==> config.mk <==
export PLATFORM = sky130hd
export DESIGN_NAME = rv32_arbiter
export DESIGN_NICKNAME = d
export VERILOG_FILES = /design/src/rtl/rv32_arbiter_pkg.sv /design/src/rtl/rv32_arbiter_rr_pick.sv /design/src/rtl/rv32_arbiter.sv
export SDC_FILE = /design/constraint.sdc
export NUM_CORES = 1
export LEC_CHECK = 0
export CORE_AREA = 2 2 122 124
export DETAILED_ROUTE_END_ITERATION = 10
export DIE_AREA = 0 0 124 126
export PLACE_DENSITY_LB_ADDON = 0.05
export SYNTH_ARGS = -nofsm -noshare
export SYNTH_HDL_FRONTEND = slang
export SYNTH_SLANG_ARGS = --single-unit
==> constraint.sdc <==
create_clock -name clk -period 1.9 [get_ports clk]
set_input_delay 0.285 -clock clk [delete_from_list [all_inputs] [get_ports clk]]
set_output_delay 0.285 -clock clk [all_outputs]
set_load 0.01 [all_outputs]
==> src/rtl/rv32_arbiter_pkg.sv <==
// Shared rv32 bus definitions for the
// two-master arbiter and its helpers.
package rv32_arbiter_pkg;

  localparam int ADDR_W = 32;
  localparam int DATA_W = 32;
  localparam int STRB_W = 4;

  localparam logic [DATA_W-1:0] ERR_RDATA_DEF =
    32'h0000_0000;

  typedef enum logic {
    ST_IDLE = 1'b0,
    ST_BUSY = 1'b1
  } arb_state_t;

  typedef struct packed {
    logic              valid;
    logic [ADDR_W-1:0] addr;
    logic [DATA_W-1:0] wdata;
    logic [STRB_W-1:0] wstrb;
  } rv32_req_t;

endpackage

==> src/rtl/rv32_arbiter_rr_pick.sv <==
// Round-robin winner select: scans from
// the slot after last-served, first hit wins.
module rv32_rr_pick #(
  parameter int N  = 2,
  parameter int IW = (N > 1) ? $clog2(N) : 1
) (
  input  logic [N-1:0]  req,
  input  logic [IW-1:0] last,
  output logic [N-1:0]  win
);

  logic          found;
  logic [IW-1:0] idx;

  always_comb begin
    win   = '0;
    found = 1'b0;
    idx   = '0;
    for (int i = 1; i <= N; i++) begin
      idx = IW'((int'(last) + i) % N);
      if (!found && req[idx]) begin
        win[idx] = 1'b1;
        found    = 1'b1;
      end
    end
  end

endmodule

==> src/rtl/rv32_arbiter.sv <==
// Two-master rv32 bus arbiter with
// round-robin grant and access timeout.
module rv32_arbiter
  import rv32_arbiter_pkg::*;
#(
  parameter int TIMEOUT = 64,
  parameter logic [DATA_W-1:0] ERR_RDATA =
    ERR_RDATA_DEF
) (
  input  logic              clk,
  input  logic              rst,
  input  logic              m0_valid,
  output logic              m0_ready,
  input  logic [ADDR_W-1:0] m0_addr,
  input  logic [DATA_W-1:0] m0_wdata,
  input  logic [STRB_W-1:0] m0_wstrb,
  output logic [DATA_W-1:0] m0_rdata,
  input  logic              m1_valid,
  output logic              m1_ready,
  input  logic [ADDR_W-1:0] m1_addr,
  input  logic [DATA_W-1:0] m1_wdata,
  input  logic [STRB_W-1:0] m1_wstrb,
  output logic [DATA_W-1:0] m1_rdata,
  output logic              s_valid,
  input  logic              s_ready,
  output logic [ADDR_W-1:0] s_addr,
  output logic [DATA_W-1:0] s_wdata,
  output logic [STRB_W-1:0] s_wstrb,
  input  logic [DATA_W-1:0] s_rdata,
  output logic [1:0]        grant,
  output logic              timeout_err
);

  localparam int CW =
    (TIMEOUT > 0) ? $clog2(TIMEOUT + 1) : 1;

  arb_state_t  st, st_nx;
  rv32_req_t   req [2];
  rv32_req_t   sel;
  logic [1:0]  reqv, win;
  logic        own, last, pick;
  logic        busy, to_hit, to_fire, done;
  logic [CW-1:0]     cnt;
  logic [DATA_W-1:0] rd;

  assign req[0] =
    {m0_valid, m0_addr, m0_wdata, m0_wstrb};
  assign req[1] =
    {m1_valid, m1_addr, m1_wdata, m1_wstrb};
  assign reqv = {m1_valid, m0_valid};

  rv32_rr_pick #(.N(2)) u_pick (
    .req  (reqv),
    .last (last),
    .win  (win)
  );

  always_comb begin
    pick = 1'b0;
    unique case (1'b1)
      win[0]:  pick = 1'b0;
      win[1]:  pick = 1'b1;
      default: pick = 1'b0;
    endcase
  end

  assign busy   = (st == ST_BUSY);
  assign to_hit = (TIMEOUT != 0) &&
                  (cnt == CW'(TIMEOUT));
  assign to_fire = busy && to_hit && !s_ready;
  assign done    = busy && (s_ready || to_hit);

  always_ff @(posedge clk or posedge rst) begin
    if (rst) begin
      st   <= ST_IDLE;
      own  <= 1'b0;
      last <= 1'b1;
      cnt  <= '0;
    end else begin
      st <= st_nx;
      if (!busy) begin
        cnt <= '0;
        if (|reqv) own <= pick;
      end else begin
        if (done) last <= own;
        if (!s_ready && !to_hit)
          cnt <= cnt + 1'b1;
      end
    end
  end

  always_comb begin
    st_nx = st;
    unique case (st)
      ST_IDLE: if (|reqv) st_nx = ST_BUSY;
      ST_BUSY: if (done)  st_nx = ST_IDLE;
      default: st_nx = ST_IDLE;
    endcase
  end

  // Timeout cycle completes to the owner
  // and withdraws the slave request.
  always_comb begin
    sel         = req[own];
    rd          = s_ready ? s_rdata : ERR_RDATA;
    s_valid     = 1'b0;
    s_addr      = '0;
    s_wdata     = '0;
    s_wstrb     = '0;
    m0_ready    = 1'b0;
    m1_ready    = 1'b0;
    m0_rdata    = '0;
    m1_rdata    = '0;
    grant       = 2'b00;
    timeout_err = to_fire;
    if (busy) begin
      s_valid  = sel.valid && !to_fire;
      s_addr   = sel.addr;
      s_wdata  = sel.wdata;
      s_wstrb  = sel.wstrb;
      m0_ready = done && !own;
      m1_ready = done && own;
      m0_rdata = own ? '0 : rd;
      m1_rdata = own ? rd : '0;
      grant    = own ? 2'b10 : 2'b01;
    end
  end

endmodule

---- After elaboration in Yosys (flattened, before gate mapping) ----
Index checks and enable logic that the tools add are counted.
storage, ports and cells
  logic and storage cells ................. 69
  input bits .............................. 173
  bits in registers ....................... 10
operators by class
  add/subtract/negate cells ............... 3
  mux-type cells .......................... 33
  order comparisons ....................... 5
  reduce and logical (&&, ||, !) cells .... 19
  bitwise gates (word level) .............. 3
  equality and inequality tests ........... 2
operators by type and width
  kind                 number
  $mux 32              7
  $mux 69              3
  $mux 7               2
  $mux 1               13
  $logic_and 1x1->1    10
  $mux 2               4
  $add 7x1->7 const B  1
  $eq 7x7->1 const B   1
  $logic_not 1->1      5
  $lt 1x2->1 const B   2
  $mux 4               1
  $reduce_and 2->1     2
  $add 1x1->1 const B  2
  $demux 1 s1          2
  $ge 1x1->1 const B   2
  $ge 2x2->1 const B   1
  $ne 2x1->1 const B   1
  $not 1->2            1
  $or 2x2->2           1
  $pmux 1 s2           1
  $reduce_or 2->1      1
  $logic_or 1x1->1     1
  $not 1->1            1

---- Depth between registers and ports, before layout ----
Gate-level depths: netlist (run 1).
  word-level depth ........................ 9
  mapped depth ............................ 6

---- Modules after synthesis ----
A second synthesis (run 1) with hierarchy kept.
unflattened totals
  cell total of the unflattened synthesis .. 330
  area total of the unflattened synthesis .. 2043.2 um2
by module, submodules not included
  module        area each (um2)  times used  seq. area each (um2)  cells an instance
  rv32_arbiter  2024.4           1           251.5                 327
  rv32_rr_pick  18.8             1           0.0                   3

---- Least setup slack after synthesis (run 1) ----
Ideal clock, no wire load.
  kind .................................... register -> output
  start point ............................. reg cnt[0]
  end point ............................... out timeout_err
  data arrival time ....................... 1.262 ns
  slack ................................... 0.353 ns
  required time ........................... 1.615 ns
  cell stages (with the launch flop) ...... 7
  buffers on the path ..................... 1
  cell sequence ........................... dfrtp_1 inv_1 ha_1 and4bb_1 buf_6 nand2_1 nor3_1
between the ends
  word-level cells in the longest chain between the ends .. 3
RTL lines
  what                             RTL line            source
  start, declared                  rv32_arbiter.sv:43  logic [CW-1:0] cnt;
  start signal, assigned           rv32_arbiter.sv:87  cnt <= cnt + 1'b1;
  $eq 7x7->1                       rv32_arbiter.sv:69  (cnt == CW'(TIMEOUT));
  $logic_and 1x1->1 (2 in series)  rv32_arbiter.sv:70  assign to_fire = busy && to_hit && !s_ready;
  end, declared                    rv32_arbiter.sv:31  output logic timeout_err
Every way passes these cells.

---- Worst setup path in the final report (run 1) ----
  start point ............................. reg cnt[0]
  end point ............................... out s_valid
between the ends
  word-level cells in the longest chain between the ends .. 6
RTL lines
  what                             RTL line             source
  $eq 7x7->1                       rv32_arbiter.sv:69
  $logic_and 1x1->1 (2 in series)  rv32_arbiter.sv:70
  $logic_not 1->1                  rv32_arbiter.sv:117  s_valid = sel.valid && !to_fire;
  $logic_and 1x1->1                rv32_arbiter.sv:117
  $mux 1                           rv32_arbiter.sv:116  if (busy) begin
  end, declared                    rv32_arbiter.sv:24   output logic s_valid,
Every way passes these cells.

==> impl_metrics.yaml, run 1 <==
timing:
  setup-violations-final: 0
  grt_setup_unrepaired: "yes"
  fin_setup_tns_ns: 0
  hold_ws_ns: 0.357
  worst_slew_pin_slew_ns: 0.423
  max_slew_margin_pct: 71.7
  finalHoldViolCount: 0
  drv_slew: 0
  final.min_clock_period_ns: 1.89
  final.period_utilization_pct: 99.4
  final.setup_skew_ns: 0.00348
  fmax_mhz: 529
yosys:
  syn-instance-count: 334
  mappedNetlistNets: 509
  synthesis.area_per_instance_um2: 6.29
  commonest_register_cell_after_synthesis: "sky130_fd_sc_hd__dfrtp_1"
  synth.lib_cells_used.distinct: 39
  async_s_r_ff_share_synth_pct: 100
  synthTopCellsByCount: "sky130_fd_sc_hd__nor2_1 (138), sky130_fd_sc_hd__mux2i_1 (70), sky130_fd_sc_hd__nand2_1 (40)"
  synth.yosys.warnings: 0
  yosysTopAreaCell: "sky130_fd_sc_hd__mux2i_1"
  fraction_of_post_synthesis_cell_area_in_the_top_cell_type_by_area_pct: 33.4
  yosys.cell_count.top_type: "sky130_fd_sc_hd__nor2_1"
  syn_area_um2: 2100
  seq_area_frac_synth_pct: 12.0
  ys_top_cells_by_area: "sky130_fd_sc_hd__mux2i_1 (33%), sky130_fd_sc_hd__nor2_1 (25%), sky130_fd_sc_hd__dfrtp_1 (11%), sky130_fd_sc_hd__nand2_1 (7.2%), sky130_fd_sc_hd__buf_2 (5.5%)"
  synth_edf_count: 0
  synth_seq_cells: 10
detailed_routing:
  vias_per_cell: 4.06
  drt_iter0_markers: 99
  route.detailed.drc: 0
  vias: 3359
  first_pass_drt_iterations: 4
  avgRoutedWirePerCell_um: 16.6
  route.antenna.remaining_nets: 0
  routed_wl_um: 13700
setup_path:
  crit_path_max_fanout: 3
  crit_path_start_kind: "flip-flop"
  crit_path_end_kind: "primary output"
  setup.worst_path.class: "flip-flop to primary output"
  worst_ep_arrival_time_ns: 1.60
  required_arrival_time_at_the_worst_endpoint_ns: 1.62
placement:
  place_area_um2: 5490
  buffer_ports.inserted: 310
  placed_cells_incl_taps: 814
  gp_routability_congestion: 0.803
  dpl.hpwl_um: 10700
floorplan:
  core_box_area_um2: 14300
  die_ar_um2: 15600
  pin_count: 311
  fp-row-count: 44
  start_util_pct: 14.7
  die_width_um: 124
  chipHeight_um: 126
finish:
  final.fill_count: 1529
  multi_input_area_um2: 1700
  layout.area.seq_um2: 255
  diode_insertion_count_for_antenna_repair: 0
  post-route-cell-area_um2: 5510
  post_route_cells_drive_above_1_share_pct: 12.4
  finalNetCount: 820
  area.growth.synth_to_final_pct: 162
  final_cell_count_without_fillers: 828
  final_util_pct: 38.5
clock_network:
  cts.root.buffer_cell: "sky130_fd_sc_hd__clkbuf_16"
  ctsHtreeMaxLevel: 1
  tritoncts: "done"
  clock_latency_ns: 0.23
  cts.clk_slew.worst_paths_ns: 0.04
  clk_path_buf_depth: 2
  cts_inserted_buffers: 3
  cts_sinks: 10
run_status:
  run_status: "finished clean"
job:
  cap_violations: 0
worst_hold_path:
  worst_hold_class: "input port to asynchronous set/reset pin"
grt:
  wire_length_of_the_first_global_routing_pass_um: 19300
  grt_max_degree: 42
  globalRouteTotalUtil_pct: 16.0
  sum_of_overflow_across_all_layers_after_global_routing: 0
  via_count_of_the_first_global_routing_pass: 3283
  antenna_found_initial: 0
pwr:
  ir_worst_vdd_uv: 426
  power.density_cell_area_nw_per_um2: 784
  p_leak_nw: 2.87
## registers in the layout, summed over array words and instances, names as in the netlist
name  cells
cnt       7
busy      1
last      1
own       1
## logic make-up (layout without fill, tap and decap cells)
logic type                 after synthesis  count (layout)  share of synthesized area (%)
and+or+nand+nor                        199             199                           38.7
xor gates and xnor gates                 2               2                          0.834
AOI/OAI and AO/OA                       13              13                           5.01
adders and majority gates                2               2                           1.19
DFF                                     10              10                           12.0
buffers and inverters                   38             348                           8.94
muxes                                   70              70                           33.4
## routing by layer
layer | routed length [um] | GRT usage (%) | up-vias
met5 | 0 | 0 | -
met4 | 41 | 1.06 | 0
met3 | 1140 | 3.49 | 2
met2 | 7370 | 31.6 | 134
met1 | 5180 | 17.9 | 1515
li1 | - | - | 1708
## per-stage QoR
step	power, mW	setup slack (ns)
after global routing	4.64	-0.0448
final	4.32	0.0107
after floorplan	2.11	0.353
after CTS	4.38	-0.129
after detailed placement	4.14	-0.173
after global placement	4.14	-0.166
## cell type report
class / instances / share of cell area [%]
Clock buffer: 4 / 1.61
Timing Repair Buffer: 337 / 58.3
Inverter: 7 / 0.477
Tap cell: 184 / 4.18
Multi-Input combinational cell: 286 / 30.8
Sequential cell: 10 / 4.64
## critical path, cell delays in order, from the launching register on
cell                       delay (ns)
sky130_fd_sc_hd__dfrtp_1         0.36
sky130_fd_sc_hd__inv_1           0.07
sky130_fd_sc_hd__ha_2            0.17
sky130_fd_sc_hd__and4bb_2        0.28
sky130_fd_sc_hd__buf_6           0.12
sky130_fd_sc_hd__nand2_4         0.05
sky130_fd_sc_hd__o21a_1          0.17
sky130_fd_sc_hd__buf_2           0.15
## where the power goes
part / switching (mW) / total [mW] / internal [mW]
Clock: 0.0960 / 0.412 / 0.316
Sequential: 0.0535 / 0.321 / 0.268
Combinational: 1.74 / 3.59 / 1.85
Total: 1.89 / 4.32 / 2.43
## worst paths after layout
kind / to / start / cells past startpoint / slack, ns
min: busy$_DFF_PP0_ / rst / 2 / 0.36
max: s_valid / cnt[0]$_DFFE_PP0P_ / 7 / 0.01
min in group clk: cnt[6]$_DFFE_PP0P_ / cnt[6]$_DFFE_PP0P_ / 2 / 0.58
min reg2reg: cnt[6]$_DFFE_PP0P_ / cnt[6]$_DFFE_PP0P_ / 2 / 0.58
max in group asynchronous: own$_DFFE_PP0P_ / rst / 2 / 1.21
max reg2reg: last$_DFFE_PP1P_ / cnt[0]$_DFFE_PP0P_ / 8 / 0.25
## repair_timing
item                                    in CTS  in global routing
setup buffers                                5                  3
cloned                                       3                  0
endpoints found under the setup margin     138                 59
endpoints found under the hold margin        0                  0
resized for setup                          219                 43
hold buffers                                 0                  0
pin swaps                                    0                  2
## cells in the final DEF, fill, tap and decap left out, types with 6 or more instances in the layout
cell                                n
sky130_fd_sc_hd__mux2i_1           67
sky130_fd_sc_hd__buf_12             8
sky130_fd_sc_hd__buf_4             15
sky130_fd_sc_hd__nor2_1           138
sky130_fd_sc_hd__inv_1              6
sky130_fd_sc_hd__clkdlybuf4s50_1  171
sky130_fd_sc_hd__nand2_1           39
sky130_fd_sc_hd__dlygate4sd2_1     86
sky130_fd_sc_hd__buf_2             27
sky130_fd_sc_hd__clkdlybuf4s15_1   16
sky130_fd_sc_hd__dfrtp_1            8
No activity file was read; power rests on OpenSTA's default activity.
==> run 2: changes to the inputs <==
--- a/config.mk
+++ b/config.mk
@@ -8,6 +8,7 @@
 export CORE_AREA = 2 2 122 124
 export DETAILED_ROUTE_END_ITERATION = 10
 export DIE_AREA = 0 0 124 126
+export MAX_ROUTING_LAYER = met4
 export PLACE_DENSITY_LB_ADDON = 0.05
 export SYNTH_ARGS = -nofsm -noshare
 export SYNTH_HDL_FRONTEND = slang
==> run 2 against run 1 <==
Compared with the run above: clock skew is 0.0016 ns lower; maximum frequency is 0.35% higher; hold slack better by 0.0025 ns; register-to-register slack hardly changed; wire length is 0.22% lower; utilization hardly changed; largest power group unchanged; design area hardly changed; highest routed layer unchanged; largest cell class unchanged; global-route usage is 0.47 points higher; sequential cell count stayed put.
==> impl_metrics.yaml, run 2 (synthesized netlist as in run 1, its figures left out) <==
timing:
  hold_ws_ns: 0.359
  drv_slew: 0
  final.period_utilization_pct: 99.1
  fin_setup_tns_ns: 0
  final.min_clock_period_ns: 1.88
  worst_slack_ns: 0.0172
  worst_slew_pin_slew_ns: 0.425
  finalHoldViolCount: 0
  grt_setup_unrepaired: "yes"
  max_slew_margin_pct: 71.6
  final.setup_skew_ns: 0.00192
  setup-violations-final: 0
  fmax_mhz: 531
setup_path:
  worst_ep_arrival_time_ns: 1.60
  crit_path_max_fanout: 3
  required_arrival_time_at_the_worst_endpoint_ns: 1.62
  crit_path_start_kind: "flip-flop"
  crit_path_end_kind: "primary output"
  setup.worst_path.class: "flip-flop to primary output"
floorplan:
  die_ar_um2: 15600
  start_util_pct: 14.7
  pin_count: 311
  core_box_area_um2: 14300
  fp-row-count: 44
  die_width_um: 124
  chipHeight_um: 126
placement:
  gp_routability_congestion: 0.814
  pre_cts_worst_setup_slack_ns: -0.173
  dpl.hpwl_um: 10700
  buffer_ports.inserted: 310
pwr:
  p_leak_nw: 2.87
  ir_worst_vdd_uv: 422
  power.density_cell_area_nw_per_um2: 784
finish:
  finalNetCount: 820
  final.fill_count: 1529
  largest_reg_flops: 7
  final_common_cell: "sky130_fd_sc_hd__clkdlybuf4s50_1"
  final_cell_mix: "sky130_fd_sc_hd__clkdlybuf4s50_1 (171), sky130_fd_sc_hd__nor2_1 (138), sky130_fd_sc_hd__dlygate4sd2_1 (87)"
  post_route_cells_drive_above_1_share_pct: 12.4
  register_with_the_most_flip_flops: "cnt"
  area.growth.synth_to_final_pct: 162
  diode_insertion_count_for_antenna_repair: 0
  final_util_pct: 38.5
clock_network:
  cts_sinks: 10
  cts.clk_slew.worst_paths_ns: 0.04
  clock_latency_ns: 0.23
  cts_inserted_buffers: 3
  cts.root.buffer_cell: "sky130_fd_sc_hd__clkbuf_16"
  tritoncts: "done"
  clk_path_buf_depth: 2
  ctsHtreeMaxLevel: 1
detailed_routing:
  route.detailed.drc: 0
  avgRoutedWirePerCell_um: 16.5
  route.antenna.remaining_nets: 0
  routed_wl_um: 13700
  drt_iter0_markers: 97
  first_pass_drt_iterations: 4
  vias_per_cell: 4.05
  vias: 3355
grt:
  wire_length_of_the_first_global_routing_pass_um: 19300
  globalRouteTotalUtil_pct: 16.5
  antenna_found_initial: 0
  via_count_of_the_first_global_routing_pass: 3286
  sum_of_overflow_across_all_layers_after_global_routing: 0
  grt_max_degree: 42
worst_hold_path:
  worst_hold_class: "input port to asynchronous set/reset pin"
run_status:
  run_status: "finished clean"
job:
  cap_violations: 0
run 2: layout make-up:
cell class                 count  area [um2]  area share (%)
clock buffer                   4        88.8            1.61
tap                          184         230            4.18
sequential                    10         255            4.64
inverter                       7        26.3           0.477
multi-input combinational    286        1700            30.8
timing repair buffer         337        3210            58.3
run 2: what timing repair did:
item	in CTS	in global routing
pin swaps	0	2
hold buffers	0	0
endpoints found under the setup margin	138	58
buffers inserted	5	3
gates cloned	3	0
gates resized for setup	219	42
run 2: power breakdown:
group	switching, mW	internal (mW)
logic	1.74	1.85
clock network	0.0932	0.316
registers	0.0544	0.268
total	1.88	2.43
run 2: worst max-delay path, stage by stage, from the launching register on:
cell	delay, ns
sky130_fd_sc_hd__dfrtp_1	0.36
sky130_fd_sc_hd__inv_1	0.07
sky130_fd_sc_hd__ha_2	0.17
sky130_fd_sc_hd__and4bb_2	0.28
sky130_fd_sc_hd__buf_6	0.12
sky130_fd_sc_hd__nand2_4	0.05
sky130_fd_sc_hd__o21a_1	0.17
sky130_fd_sc_hd__buf_2	0.15
run 2: layer usage:
layer | track usage (%) | wire length (um)
met1 | 18.1 | 5250
met2 | 31.7 | 7360
met3 | 2.99 | 1050
met4 | 1.06 | 41
met5 | - | 0
run 2: worst paths after layout:
kind                       depth (start not counted)  slack, ns                 end          startpoint
setup / recovery                                   7       0.02             s_valid  cnt[0]$_DFFE_PP0P_
hold / removal                                     2       0.36      busy$_DFF_PP0_                 rst
setup reg to reg                                   8       0.26    last$_DFFE_PP1P_  cnt[0]$_DFFE_PP0P_
hold reg to reg                                    2       0.58  cnt[6]$_DFFE_PP0P_  cnt[6]$_DFFE_PP0P_
max in group asynchronous                          2       1.21     own$_DFFE_PP0P_                 rst
min in group clk                                   2       0.58  cnt[6]$_DFFE_PP0P_  cnt[6]$_DFFE_PP0P_
run 2: stage by stage:
stage | instance area (um2) | std cells | power, mW
floorplan | 2100 | 334 | 2.11
global placement | 5490 | 814 | 4.14
detailed placement | 5490 | 814 | 4.14
CTS | 5450 | 826 | 4.38
global route | 5510 | 828 | 4.64
finish | 5510 | 828 | 4.31
==> run 3: changes to the inputs <==
--- a/config.mk
+++ b/config.mk
@@ -5,6 +5,7 @@
 export SDC_FILE = /design/constraint.sdc
 export NUM_CORES = 1
 export LEC_CHECK = 0
+export ABC_AREA = 1
 export CORE_AREA = 2 2 122 124
 export DETAILED_ROUTE_END_ITERATION = 10
 export DIE_AREA = 0 0 124 126
==> run 3 against run 2 <==
Compared with the run above: total power grew 0.16%; maximum frequency grew 1.2%; combinational power grew 2%; largest power group unchanged; synthesized cell count shrank 18%; hold slack lost 0.010 ns; clock skew is essentially flat; first-iteration DRC count grew 7.2%; clock-buffer cell count is the same; sequential share of layout area grew 0.098 points; critical endpoint is now s_wdata[18]; register-to-register slack gained 0.10 ns; area after synthesis shrank 17%.
==> impl_metrics.yaml, run 3 <==
run_status:
  run_status: "finished clean"
yosys:
  mappedNetlistNets: 448
  synth_seq_cells: 10
  syn_area_um2: 1740
  synth_edf_count: 0
  seq_area_frac_synth_pct: 14.5
  synthesis.area_per_instance_um2: 6.37
  fraction_of_post_synthesis_cell_area_in_the_top_cell_type_by_area_pct: 34.2
  synth.lib_cells_used.distinct: 25
  ys_top_cells_by_area: "sky130_fd_sc_hd__a22o_1 (34%), sky130_fd_sc_hd__nor2_1 (15%), sky130_fd_sc_hd__dfrtp_1 (13%), sky130_fd_sc_hd__nand2_1 (12%), sky130_fd_sc_hd__buf_2 (4.6%)"
  synthTopCellsByCount: "sky130_fd_sc_hd__nor2_1 (70), sky130_fd_sc_hd__a22o_1 (68), sky130_fd_sc_hd__nand2_1 (57)"
  synth.yosys.warnings: 0
  yosys.cell_count.top_type: "sky130_fd_sc_hd__nor2_1"
  async_s_r_ff_share_synth_pct: 100
  commonest_register_cell_after_synthesis: "sky130_fd_sc_hd__dfrtp_1"
  yosysTopAreaCell: "sky130_fd_sc_hd__a22o_1"
  syn-instance-count: 273
grt:
  use_met3_pct: 5.16
  busiest_layer: "met2"
  wire_length_of_the_first_global_routing_pass_um: 21000
  grt_max_degree: 35
  antenna_found_initial: 0
  via_count_of_the_first_global_routing_pass: 3308
  grt_util_met2_pct: 35.3
  globalRouteTotalUtil_pct: 18.7
  sum_of_overflow_across_all_layers_after_global_routing: 0
  grt_use_met1_pct: 19.8
placement:
  pre_cts_worst_setup_slack_ns: -0.297
  buffer_ports.inserted: 310
  gp_routability_congestion: 0.885
  dpl.hpwl_um: 12800
timing:
  grt_setup_unrepaired: "yes"
  worst_slack_ns: 0.0396
  final.min_clock_period_ns: 1.86
  final.setup_skew_ns: 0.00236
  max_slew_margin_pct: 72.9
  drv_slew: 0
  hold_ws_ns: 0.349
  worst_slew_pin_slew_ns: 0.406
  final.period_utilization_pct: 97.9
  fmax_mhz: 538
  finalHoldViolCount: 0
  setup-violations-final: 0
pwr:
  switching_power_mw: 1.92
  switching_share_pct: 44.4
  combPwrFrac_pct: 84.3
  p_int_mw: 2.40
  seqPwrFrac_pct: 6.9
  ir_worst_vdd_uv: 328
  clockPowerShare_pct: 8.8
  power.density_cell_area_nw_per_um2: 805
  p_leak_nw: 2.80
clock_network:
  cts.hold.buffers_added: 0
  cts.root.buffer_cell: "sky130_fd_sc_hd__clkbuf_16"
  cts_inserted_buffers: 3
  ctsHtreeMaxLevel: 1
  clock_latency_ns: 0.24
  clk_path_buf_depth: 2
  cts_sinks: 10
  cts.clk_slew.worst_paths_ns: 0.04
  tritoncts: "done"
floorplan:
  die_width_um: 124
  start_util_pct: 12.2
  core_box_area_um2: 14300
  pin_count: 311
  chipHeight_um: 126
  die_ar_um2: 15600
  fp-row-count: 44
finish:
  final.fill_count: 1533
  finalNetCount: 782
  final_cell_mix: "sky130_fd_sc_hd__clkdlybuf4s50_1 (174), sky130_fd_sc_hd__nor2_1 (70), sky130_fd_sc_hd__a22o_1 (68)"
  diode_insertion_count_for_antenna_repair: 0
  final_common_cell: "sky130_fd_sc_hd__clkdlybuf4s50_1"
  area.growth.synth_to_final_pct: 208
  register_with_the_most_flip_flops: "cnt"
  post_route_cells_drive_above_1_share_pct: 15.7
  largest_reg_flops: 7
setup_path:
  worst_r2r_path_depth: 11
  crit_path_end_kind: "primary output"
  crit_path_start_kind: "flip-flop"
  setup.worst_path.class: "flip-flop to primary output"
  crit_path_max_fanout: 8
  worst_ep_arrival_time_ns: 1.58
  required_arrival_time_at_the_worst_endpoint_ns: 1.62
detailed_routing:
  vias_per_cell: 4.11
  avgRoutedWirePerCell_um: 19.8
  first_pass_drt_iterations: 4
  route.antenna.remaining_nets: 0
  vias: 3244
  routed_wl_um: 15600
  drt_iter0_markers: 104
  route.detailed.drc: 0
worst_hold_path:
  worst_hold_class: "input port to asynchronous set/reset pin"
job:
  cap_violations: 0
[run 3: power groups by stage]
stage	sequential, mW	clock (mW)	combinational, mW
after floorplan	0.293	0	1.54
after global placement	0.295	0	3.84
after detailed placement	0.296	0	3.83
after CTS	0.298	0.386	3.63
after global routing	0.305	0.405	3.90
final	0.298	0.379	3.64
[run 3: logic make-up (layout without fill, tap and decap cells)]
| group | count (synthesis) | after routing | share of synthesized area [%] |
|---|---|---|---|
| adder cells (fa/ha/maj) | 2 | 2 | 1.44 |
| XOR/XNOR | 2 | 2 | 1.01 |
| AND/OR/NAND/NOR | 145 | 145 | 35.8 |
| buffers and inverters | 40 | 373 | 11.1 |
| flip-flops | 10 | 10 | 14.5 |
| AO/OA/AOI/OAI | 74 | 74 | 36.2 |
[run 3: layout make-up]
cell class	instances	area, um2	area share (%)
Multi-Input combinational cell	223	1310	24.4
Timing Repair Buffer	354	3430	63.9
Tap cell	184	230	4.29
Inverter	15	66.3	1.24
Sequential cell	10	254	4.73
Clock buffer	4	78.8	1.47
[run 3: what timing repair did]
action / in CTS / in global routing
gates cloned: 1 / 2
endpoints found under the setup margin: 138 / 71
pin swaps: 5 / 3
resized for setup: 206 / 66
buffers inserted: 4 / 4
[run 3: worst paths after layout]
kind | startpoint | end | slack [ns]
hold reg to reg | last$_DFFE_PP1P_ | last$_DFFE_PP1P_ | 0.47
hold / removal | rst | cnt[6]$_DFFE_PP0P_ | 0.35
max in group asynchronous | rst | last$_DFFE_PP1P_ | 1.23
min in group clk | last$_DFFE_PP1P_ | last$_DFFE_PP1P_ | 0.47
setup / recovery | busy$_DFF_PP0_ | s_wdata[18] | 0.04
setup reg to reg | cnt[0]$_DFFE_PP0P_ | cnt[4]$_DFFE_PP0P_ | 0.36
[run 3: metal layers]
metal  vias to the layer above  wire [um]
met5                         -          0
met4                         0         80
met3                         7       1660
met2                       180       8240
met1                      1447       5650
li1                       1610          -
[run 3: per-stage QoR]
step | TNS [ns] | instance area [um2] | utilization [%] | power (mW) | cells
final | 0 | 5370 | 37.5 | 4.32 | 790
after CTS | -0.141 | 5300 | 37.0 | 4.31 | 784
after global routing | -0.0249 | 5370 | 37.5 | 4.61 | 790
after floorplan | 0 | 1740 | - | 1.83 | 273
after detailed placement | -14.89 | 5220 | 36.5 | 4.12 | 775
after global placement | -13.44 | 5220 | 36.5 | 4.13 | 775
[run 3: worst max-delay path, stage by stage (launching register included)]
cell and delay, ns:
sky130_fd_sc_hd__dfrtp_2 0.42, sky130_fd_sc_hd__nand2_4 0.11, sky130_fd_sc_hd__inv_6 0.05, sky130_fd_sc_hd__buf_4 0.14, sky130_fd_sc_hd__buf_6 0.13, sky130_fd_sc_hd__buf_6 0.12
sky130_fd_sc_hd__a22o_1 0.22, sky130_fd_sc_hd__clkbuf_2 0.13
==> edit 1: new RTL, settings of run 2 <==
Make the reset (`rst`) synchronous in one clocked block.
--- a/src/rtl/rv32_arbiter.sv
+++ b/src/rtl/rv32_arbiter.sv
@@ -71,5 +71,5 @@
   assign done    = busy && (s_ready || to_hit);
 
-  always_ff @(posedge clk or posedge rst) begin
+  always_ff @(posedge clk) begin
     if (rst) begin
       st   <= ST_IDLE;
Formal check against the unedited RTL: differs if rst is asserted again (counterexample within 4 cycles, from zero or initial values and one cycle with rst high); with rst held inactive, the same outputs for 4 cycles.
==> edit 1 against run 2 <==
  * Setup slack improved by 0.031 ns
  * Register-to-register slack improved by 0.06 ns
  * Area after synthesis decreased by 6.4%
  * Die area unchanged
  * Routed wire length decreased by 2.9%
  * Final area increased by 2.5%
  * Count of clock-buffer cells in the layout unchanged
  * Sequential cell count unchanged
Power is not compared: it rests on default switching activity, and its combinational part moved more than twofold at a synthesized area within 25%.
==> edit 1: results (changes against run 2) <==
** Route
- The per-cell via count in the routed design is 4.06 (was 4.05).
- The routed via count is 3,390 (was 3,355).
- The wire length after detailed routing came to 13.3 mm (was 13.7 mm).
- Detailed router's first-iteration violation count :: 75 (was 97)

** Cells and area
- Layout net count :: 826 (was 820)
- Share of post-route cells with drive strength above 1 :: 8.31% (was 12.4%)

** Yosys
- The predominant post-synthesis flop cell is dfxtp_1 (was dfrtp_1).
- Sequential element share of the synthesized area :: 10.2% (was 12.0%)
- Top area cells in the synthesized netlist :: mux2i_1 36%, nor2_1 26%, dfxtp_1 10%, nand2_1 7.8%, clkbuf_1 3.6% (was mux2i_1 33%, nor2_1 25%, dfrtp_1 11%, nand2_1 7.2%, buf_2 5.5%)
- Top cells by count, synth: 137 x nor2_1, 70 x mux2i_1, 41 x nand2_1, 19 x clkbuf_1, 10 x dfxtp_1 (was 138 x nor2_1, 70 x mux2i_1, 40 x nand2_1, 23 x buf_2, 9 x dfrtp_1).
- The number of different library cells in the post-synthesis netlist was 28 (was 39).
- Mapped Cells :: 327 (was 334)
- The post-synth net total was 502 (was 509).
- Async S/R FF share, synth :: 0% (was 100%)

** GRT
- Met1 usage in global routing :: 14.9% (was 18.1%)
- Vias in the first global route :: 3,285 (was 3,286)
- GR Layer Usage met2 :: 32.8% (was 31.7%)
- Pin count of the biggest net entering global routing :: 49 (was 42)
- The met3 usage in global routing came to 4.08% (was 2.99%).
- The first-pass GRT wire length was 18.7 mm (was 19.3 mm).

** Placement
- Half-perimeter wire length after detailed placement :: 10.6 mm (was 10.7 mm)
- The worst-case setup slack after placement came to -0.215 ns (was -0.173 ns).
- The standard cell area after detailed placement is 5410 µm² (was 5490 µm²).

** Clocking
- Post-CTS Setup Bufs :: 6 (was 5)
- Resize count post-CTS :: 143 (was 219)

** Setup path
- Max stage delay cell, worst path :: or4b_4 (was dfrtp_1)
- The internal reg-to-reg setup slack is 0.32 ns (was 0.26 ns).
- The launch point of the worst reg-to-reg path is cnt[2] (was cnt[0]).

** Outcome
- Outcome: complete, no violations (unchanged).

** Timing
- Highest attainable clock frequency :: 0.540 GHz (was 0.531 GHz)
- The final-layout worst hold slack is 0.511 ns (was 0.359 ns).
- The setup clock skew after layout was 0.00263 ns (was 0.00192 ns).
- Worst relative slew slack :: 77.7% (was 71.6%)

** Hold path
- Worst hold path class :: flop to flop (was input pin to async pin)
-- edit 1: cells by family (layout without fill, tap and decap cells) --
kind of cell	count (synthesis)	in the layout	synth area share [%]
simple gates	194	194	39.9
mux	70	70	35.7
buf+inv	36	359	7.71
compound gates	13	13	4.39
flops	10	10	10.2
fa+ha+maj	2	2	1.27
xor+xnor	2	2	0.892
-- edit 1: area by class of cell --
class | instances | area, µm²
clock buffers | 4 | 78.8
fillers | 1514 | 8670
multi-input cells | 281 | 1640
well taps | 184 | 230
repair buffers | 347 | 3460
flip-flops and latches | 10 | 205
inverters | 8 | 32.5
-- edit 1: per-layer routing --
layer	part of all wire [%]	up-vias
li1	-	1703
met2	56	142
met5	0	-
met1	34	1539
met3	10	6
met4	0.43	0
-- edit 1: how the worst max path moves through the flow --
stage                        from        to
final                      cnt[2]  m0_ready
after floorplan            cnt[2]  m0_ready
after global placement    s_ready  m1_ready
after global routing       cnt[2]  m1_ready
after CTS                  cnt[4]  m0_ready
after detailed placement  s_ready  m1_ready
==> edit 2: new RTL, config.mk and constraints of run 2 <==
Made on the original files. `ADDR_W`: 32 -> 48.
--- a/src/rtl/rv32_arbiter_pkg.sv
+++ b/src/rtl/rv32_arbiter_pkg.sv
@@ -3,5 +3,5 @@
 package rv32_arbiter_pkg;
 
-  localparam int ADDR_W = 32;
+  localparam int ADDR_W = 48;
   localparam int DATA_W = 32;
   localparam int STRB_W = 4;
Ports: changed (resized m0_addr, m1_addr and s_addr); port bits go from 311 to 359. No check against the original RTL was run, so the function may have changed too.
==> edit 2 against run 2 <==
  * Final area rose by 13%
  * Combinational power increased by 24%
  * Sequential share of layout area shrank 0.51 points
  * Core utilization rose by 5.0 points
  * Total power grew 20%
  * Area after synthesis up 12%
  * First-iteration DRC count rose by 9.3%
  * Routed wire length grew 15%
  * Setup slack better by 0.0060 ns
  * Critical path depth fell by 1
  * Sequential cell count is the same
  * Clock power grew 2%
  * Global-route usage rose by 2.2 points
  * Critical path type unchanged
==> edit 2: results (changes against run 2) <==
** Outcome
- Outcome :: complete, no violations (unchanged)

** Placement
- The worst-case setup slack after placement is -0.250 ns (was -0.173 ns).
- Cell area after placement :: 6270 µm² (was 5490 µm²)
- Half-perimeter wire length after detailed placement :: 12.8 mm (was 10.7 mm)
- The instance count after placement with tap cells included came to 905 (was 814).
- Quantity of I/O buffers inserted on ports :: 358 (was 310)

** Pwr
- Reported leakage power :: 3.14 nW (was 2.87 nW)
- The share of total power consumed by net switching came to 44.0% (was 43.6%).
- IR drop worst, VDD :: 0.299 mV (was 0.422 mV)

** Cells and area
- The final-layout fill cell count came to 1,470 (was 1,529).
- Layout net count :: 942 (was 820)
- The final cell count without fillers is 920 (was 828).
- Share of post-route cells with drive strength above 1 :: 18.0% (was 12.4%)

** Route
- Detailed router's first-iteration violation count :: 106 (was 97)
- Final wirelength :: 15.8 mm (was 13.7 mm)

** Timing
- The setup clock skew after layout was 0.00144 ns (was 0.00192 ns).
- The relative slew slack was 70.6% (was 71.6%).

** Setup path
- The launching instance or port of the critical path was own (was cnt[0]).

** GRT
- The first-pass GRT wire length is 21.9 mm (was 19.3 mm).
- Pin count of the biggest net entering global routing :: 35 (was 42)
- The number of antenna violations at the first check in global routing is 2 (was 0).

** Yosys
- Top cells by count, synth :: 154 x nor2_1, 86 x mux2i_1, 40 x nand2_1, 13 x buf_2, 10 x clkbuf_1 (was 138 x nor2_1, 70 x mux2i_1, 40 x nand2_1, 23 x buf_2, 9 x dfrtp_1)
- Top area cells in the synthesized netlist: mux2i_1 36%, nor2_1 24%, dfrtp_1 9.5%, nand2_1 6.4%, buf_2 2.8% (was mux2i_1 33%, nor2_1 25%, dfrtp_1 11%, nand2_1 7.2%, buf_2 5.5%).
- Sequential element share of the synthesized area :: 10.7% (was 12.0%)
- Avg Cell Area, Syn :: 6.40 µm² (was 6.29 µm²)
-- edit 2: final timing paths --
path	endpoint	slack [ns]	cells past startpoint
worst min-delay path	cnt[5]	0.36	2
max in group asynchronous	own	1.19	2
worst max-delay path	s_wdata[23]	0.02	6
min in group clk	cnt[6]	0.54	2
worst min register to register	cnt[6]	0.54	2
worst max register to register	last	0.41	7
-- edit 2: power groups by stage --
stage | clock network, mW | registers [mW] | logic, mW
after floorplan | 0 | 0.282 | 2.20
after global placement | 0 | 0.336 | 4.54
after detailed placement | 0 | 0.338 | 4.55
after CTS | 0.431 | 0.344 | 4.22
after global routing | 0.440 | 0.355 | 4.76
final | 0.419 | 0.344 | 4.43
-- edit 2: layer usage --
metal | global-route usage (%) | vias to the layer above | part of all wire (%)
li1 | - | 1946 | -
met1 | 20.2 | 1737 | 37
met2 | 34.6 | 203 | 52
met3 | 3.99 | 16 | 9.5
met4 | 3.83 | 0 | 1.7
met5 | - | - | 0
-- edit 2: final cells by class --
| cell class | instances | area [µm²] | share of cell area, % |
|---|---|---|---|
| antenna | 2 | 5.00 | 0.0805 |
| timing repair buffer | 395 | 3670 | 59.1 |
| inverter | 7 | 26.3 | 0.423 |
| sequential | 10 | 256 | 4.13 |
| multi-input combinational | 318 | 1940 | 31.2 |
| tap | 184 | 230 | 3.70 |
| clock buffer | 4 | 88.8 | 1.43 |
-- edit 2: what timing repair did --
action | CTS | global route
hold buffers | 0 | 0
setup buffers | 3 | 0
cloned | 1 | 5
gates resized for setup | 320 | 77
endpoints found under the setup margin | 154 | 95
-- edit 2: logic make-up after synthesis --
group / share of synthesized area (%)
XOR/XNOR: 0.742
buffers and inverters: 9.65
AO/OA/AOI/OAI: 4.45
AND/OR/NAND/NOR: 37.0
flip-flops: 10.7
adder cells (fa/ha/maj): 1.06
multiplexers: 36.5
-- edit 2: critical path: stages, from the launching register on --
cell	delay [ns]
dfrtp_4	0.55
buf_6	0.15
buf_12	0.14
clkbuf_16	0.16
mux2i_1	0.12
nor2_1	0.08
buf_2	0.15
